<file path="config.mk">
export PLATFORM = sky130hd
export DESIGN_NAME = mem_responder
export DESIGN_NICKNAME = d
export VERILOG_FILES = /design/src/rtl/mem_responder.sv
export SDC_FILE = /design/constraint.sdc
export NUM_CORES = 2
export LEC_CHECK = 0
export CAP_MARGIN = 40
export CORE_MARGIN = 5
export CORE_UTILIZATION = 35
export DETAILED_ROUTE_END_ITERATION = 7
export PLACE_DENSITY_LB_ADDON = 0.25
export SLEW_MARGIN = 10
export SYNTH_ARGS = -nofsm -noshare
export SYNTH_HDL_FRONTEND = slang
export SYNTH_SLANG_ARGS = --single-unit
</file>
<file path="constraint.sdc">
create_clock -name clock -period 3.9 [get_ports clock]
set_clock_uncertainty 0.05 [all_clocks]
set_input_delay 0.78 -clock clock [delete_from_list [all_inputs] [get_ports clock]]
set_output_delay 0.78 -clock clock [all_outputs]
set_load 0.01 [all_outputs]
</file>
<file path="src/rtl/mem_responder.sv">
// ============================================================================
// Module   : mem_responder
// Purpose  : Single-port 32-bit word memory that answers CPU load/store
//            requests after a programmable number of wait states. One access
//            is in flight at a time; requests outside IDLE are ignored.
// Revision : 1.0 - initial release
//
// Parameters
//   DEPTH        number of 32-bit words (power of two, 2..1024)
//   WAIT_CYCLES  wait states inserted before each response (0..15)
//
// Ports
//   clock     in   1   rising-edge clock
//   reset_n   in   1   asynchronous active-low reset
//   addr      in  32   byte address (word index = addr[log2(DEPTH)+1:2])
//   wdata     in  32   store data
//   memRead   in   1   load request
//   memWrite  in   1   store request (wins when both requests are high)
//   rdata     out 32   registered load data, held until the next load
//   ready     out  1   one-cycle completion strobe
//   busy      out  1   high whenever the FSM is not IDLE
//   err       out  1   completed access was rejected (valid with ready)
//
// Configuration macro
//   MEM_ALIGN_CHECK_EN  when defined, a request with addr[1:0] != 0 completes
//                       with ready=1, err=1, no array write and rdata held.
//                       When undefined, err is tied low.
// ============================================================================
`default_nettype none

module mem_responder #(
  parameter int DEPTH       = 64,
  parameter int WAIT_CYCLES = 2
) (
  input  logic        clock,
  input  logic        reset_n,
  input  logic [31:0] addr,
  input  logic [31:0] wdata,
  input  logic        memRead,
  input  logic        memWrite,
  output logic [31:0] rdata,
  output logic        ready,
  output logic        busy,
  output logic        err
);

  localparam int         IDX_W  = $clog2(DEPTH);
  localparam logic [3:0] C_WAIT = 4'(WAIT_CYCLES);

  typedef enum logic [1:0] {
    IDLE = 2'd0,
    WAIT = 2'd1,
    RESP = 2'd2
  } state_t;

  state_t           state;
  logic [3:0]       cnt;
  logic [IDX_W-1:0] req_idx;
  logic [31:0]      req_wdata;
  logic             req_is_wr;

  logic [31:0]      mem [DEPTH];

  logic             req;
  logic             enter_resp;
  logic [IDX_W-1:0] access_idx;
  logic [31:0]      access_wdata;
  logic             access_is_wr;
  logic             access_bad;

  // Bits of addr that never select a word; gathered here so their absence
  // from the datapath is explicit.
  logic unused_addr_bits;
  assign unused_addr_bits = ^{addr[31:IDX_W+2], addr[1:0]};

  assign req  = memRead | memWrite;
  assign busy = (state != IDLE);

  // The array/rdata update happens on the edge that enters RESP. With zero
  // wait states that edge is the accept edge itself, so the live request
  // inputs are used; otherwise the values captured at accept are used.
  assign enter_resp = ((state == IDLE) && req && (WAIT_CYCLES == 0)) ||
                      ((state == WAIT) && (cnt == 4'd1));

  assign access_idx   = (state == IDLE) ? addr[IDX_W+1:2] : req_idx;
  assign access_wdata = (state == IDLE) ? wdata           : req_wdata;
  assign access_is_wr = (state == IDLE) ? memWrite        : req_is_wr;

`ifdef MEM_ALIGN_CHECK_EN
  logic req_bad;

  assign access_bad = (state == IDLE) ? (addr[1:0] != 2'b00) : req_bad;

  always_ff @(posedge clock or negedge reset_n) begin
    if (!reset_n) begin
      req_bad <= 1'b0;
      err     <= 1'b0;
    end else begin
      if ((state == IDLE) && req) begin
        req_bad <= (addr[1:0] != 2'b00);
      end
      // err only ever rises together with ready.
      err <= enter_resp & access_bad;
    end
  end
`else
  assign access_bad = 1'b0;
  assign err        = 1'b0;
`endif

  // Main FSM with registered ready/rdata.
  always_ff @(posedge clock or negedge reset_n) begin
    if (!reset_n) begin
      state     <= IDLE;
      cnt       <= 4'd0;
      ready     <= 1'b0;
      rdata     <= 32'h0000_0000;
      req_idx   <= '0;
      req_wdata <= 32'h0000_0000;
      req_is_wr <= 1'b0;
    end else begin
      ready <= 1'b0;

      case (state)
        IDLE: begin
          if (req) begin
            req_idx   <= addr[IDX_W+1:2];
            req_wdata <= wdata;
            req_is_wr <= memWrite;
            if (WAIT_CYCLES == 0) begin
              state <= RESP;
            end else begin
              state <= WAIT;
              cnt   <= C_WAIT;
            end
          end
        end
        WAIT: begin
          cnt <= cnt - 4'd1;
          if (cnt == 4'd1) begin
            state <= RESP;
          end
        end
        RESP: begin
          state <= IDLE;
        end
        default: begin
          state <= IDLE;
        end
      endcase

      if (enter_resp) begin
        ready <= 1'b1;
        if (!access_is_wr && !access_bad) begin
          rdata <= mem[access_idx];
        end
      end
    end
  end

  // Array storage is deliberately not reset. A reset while an access is
  // pending returns the FSM to IDLE, so enter_resp never fires for it.
  always_ff @(posedge clock) begin
    if (enter_resp && access_is_wr && !access_bad) begin
      mem[access_idx] <= access_wdata;
    end
  end

endmodule

`default_nettype wire

</file>
==> metrics.txt <==
register area share after synthesis 0.7826; HPWL Detailed between 150000 and 200000 um; P&R area growth vs syn 21.94%; register area 63450 um^2; first-pass GRT wire length around 390000 um; Setup Fix Bufs, Post-CTS 0; EDFF count, synth around 2000; Yosys cell types 65; Placed Cells 8318; status finished, final reports clean; max frequency 261.8 MHz; die width a little under 500 um; I/O pin total 103; Startpoint Class flip-flop; # clock sinks approximately 2100; min Tclk post-route 3820 ps; RSZ-0062 raised after global routing no; H-Tree Depth 4; Synth area leader edfxtp_1; core box area 230300 um^2; clock share of power 0.249; switch share 0.3603; clk_lat worst skew around 850 ps; hold_buf cts 1; most frequent cell after synthesis edfxtp_1; global-route congestion overflow total 0; Port Buffers between 70 and 80; Max-Cap Viols 0; row count 176; worst hold path class in -> async; Root Driver clkbuf_16; DR WL/cell 32.12 um; Psw about 0.029 W; Non-Filler Instances about 8700; Seq pwr share 0.380; Synth top area share 0.7586; FF-to-FF setup slack about 80 ps; Slew headroom 0.3910; commonest cells in the netlist edfxtp_1 (2048), mux2i_1 (526), nand2_1 (459); Final ANT Viol Nets 0; Internal Pwr Total just over 0.05 W; leakage around 33 nW; dominant cells by area after synthesis edfxtp_1 (76%), mux2i_1 (6.5%), dfrtp_1 (2.4%), nand2_1 (2.1%), o22ai_1 (2.0%); FF+latch count, synth 2126; worst slew pin tran slightly above 900 ps; Vias/cell 5.732; Worst EP arrival 4450 ps; CTS tree done; Crit Path Max Fanout 16; Synth Warn # 0; Pre-antenna DRT Iters 6; Most used DFF post-synth edfxtp_1; Final Max Slew Viols 0; vias in the first global route 48270; Hold Vio Cnt, Final 0; post-cts gate resize count 0; Post-Syn Instances between 4000 and 5000; total track usage 0.2261; initial antenna violation count 7; CTS Buf Count roughly 210; Synth Net Count about 5000; DRT iter0 DRCs 5807; Syn Std Cell Area 81070 um^2; maximum vdd drop 638.7 uV; PwrDens 812.5 nW/um^2; DRC viols 0; Multi-input gate area about 17000 um^2; # setup viols final 0; via count 49990; initial core utilization 0.3520; combinational power share 0.371; kind of critical path reg -> reg; Final Cycle Share 0.9795; FILL cells 20470; Clock Pin Slew Worst Setup and Hold Paths ~60 ps; layout cells sized above 1 0.1957; Die H 491.3 um; WP data required 4530 ps; largest net degree at the start of global routing 65; GPL Wtd Cong 0.8382; total power ~0.08 W; die area 241400 um^2; Post-synth ARST share 0.03669; Clock Tree Buf Depth 3; Worst setup EP type flip-flop; total wire length 280100 um; Final nets 5577; utilization after layout 0.4292; Avg Cell Area, Syn 16.61 um^2
-- flip-flops by register name, summed over array words and instances, names as in the netlist --
name / count
ready: 1
rdata: 32
state: 2
req_idx: 6
req_wdata: 32
cnt: 4
mem: 2048
req_is_wr: 1
-- worst max-delay path, cell delays in order, from the launching register on --
cell       delay [ps]
dfrtp_1           500
nor2_4            360
a21o_4            520
buf_4             280
mux2i_1           230
o211ai_1          120
a2111oi_0         550
buf_4             230
o22ai_1           100
buf_4             180
nor4_1            300
buf_4             170
a21oi_1            60
-- final timing paths --
check | cells past startpoint | from | to
worst min-delay path | 2 | reset_n | rdata[6]
worst max register to register | 12 | state[1] | rdata[5]
min in group clock | 1 | req_wdata[24] | req_wdata[24]
max in group asynchronous | 4 | reset_n | rdata[27]
worst min register to register | 1 | req_wdata[24] | req_wdata[24]
worst max-delay path | 12 | state[1] | rdata[5]
-- per-stage QoR --
stage / hold slack [ps] / setup WS (ps) / instance area (um^2) / setup TNS (ps)
2_1_floorplan: 430.6 / -71.37 / 81070 / -34730
3_3_place_gp: 439.9 / -327.5 / 91970 / -1254
3_5_place_dp: 445.5 / -265.7 / 92070 / -1091
4_1_cts: 351.5 / 133.7 / 98860 / 0
5_1_grt: 407.8 / 15.44 / 98860 / 0
6_report: 386.2 / 79.93 / 98860 / 0
-- power groups by stage --
stage | registers (W) | clock network (W) | logic (W)
after global placement | 0.0310 | 0 | 0.0293
after CTS | 0.0305 | 0.0202 | 0.0298
after floorplan | 0.0311 | 0 | 0.0139
after detailed placement | 0.0310 | 0 | 0.0297
final | 0.0305 | 0.0200 | 0.0298
after global routing | 0.0306 | 0.0212 | 0.0311
-- cells in the final DEF, fill, tap and decap left out, types with 9 or more instances in the layout --
master,netlist,layout
nor4_1,12,11
bufinv_16,0,13
nor2_1,146,66
buf_4,7,443
clkbuf_1,104,48
nor3_1,22,22
nand3_1,24,24
o21a_1,12,11
nor2_4,0,75
clkdlybuf4s50_1,0,74
a2111oi_0,9,9
dfrtp_1,78,78
and4_1,19,19
nand4_1,52,52
a21oi_1,140,139
a31oi_1,57,57
o22ai_1,254,251
o211ai_1,10,10
edfxtp_1,2048,2048
nand2_1,459,425
o21ai_0,293,292
clkinvlp_4,0,10
mux2_2,43,43
a221oi_1,48,48
a22oi_1,185,185
buf_12,0,180
clkinv_2,0,41
mux2i_1,526,526
clkbuf_16,0,214
a222oi_1,18,18
nand2_2,0,34
a22o_1,39,39
clkinv_1,1,46
clkbuf_8,0,10
-- routing by layer --
metal,vias to the layer above,GRT usage,routed length [um],share of wire
met1,26330,0.3138,115900,0.41
met4,0,0.07503,10190,0.036
met2,2443,0.3648,131900,0.47
met3,464,0.03544,22160,0.079
met5,-,0,0,0
li1,20750,-,-,-
-- cells by family after synthesis --
group,after synthesis,synth area share
AOI/OAI and AO/OA,1120,0.08882
adders and majority gates,2,0.0003086
buffers and inverters,299,0.01674
DFF,2126,0.7826
muxes,573,0.07152
other,1,0.00004625
and+or+nand+nor,759,0.03994
-- cell type report --
cell class,count,share of cell area
Clock inverter,127,0.01116
Tap cell,3026,0.03830
Antenna cell,3,0.00007593
Sequential cell,2126,0.6418
Multi-Input combinational cell,2455,0.1724
Timing Repair Buffer,703,0.07850
Clock buffer,272,0.05738
Inverter,9,0.0003417
No activity file was read; power rests on OpenSTA's default activity.
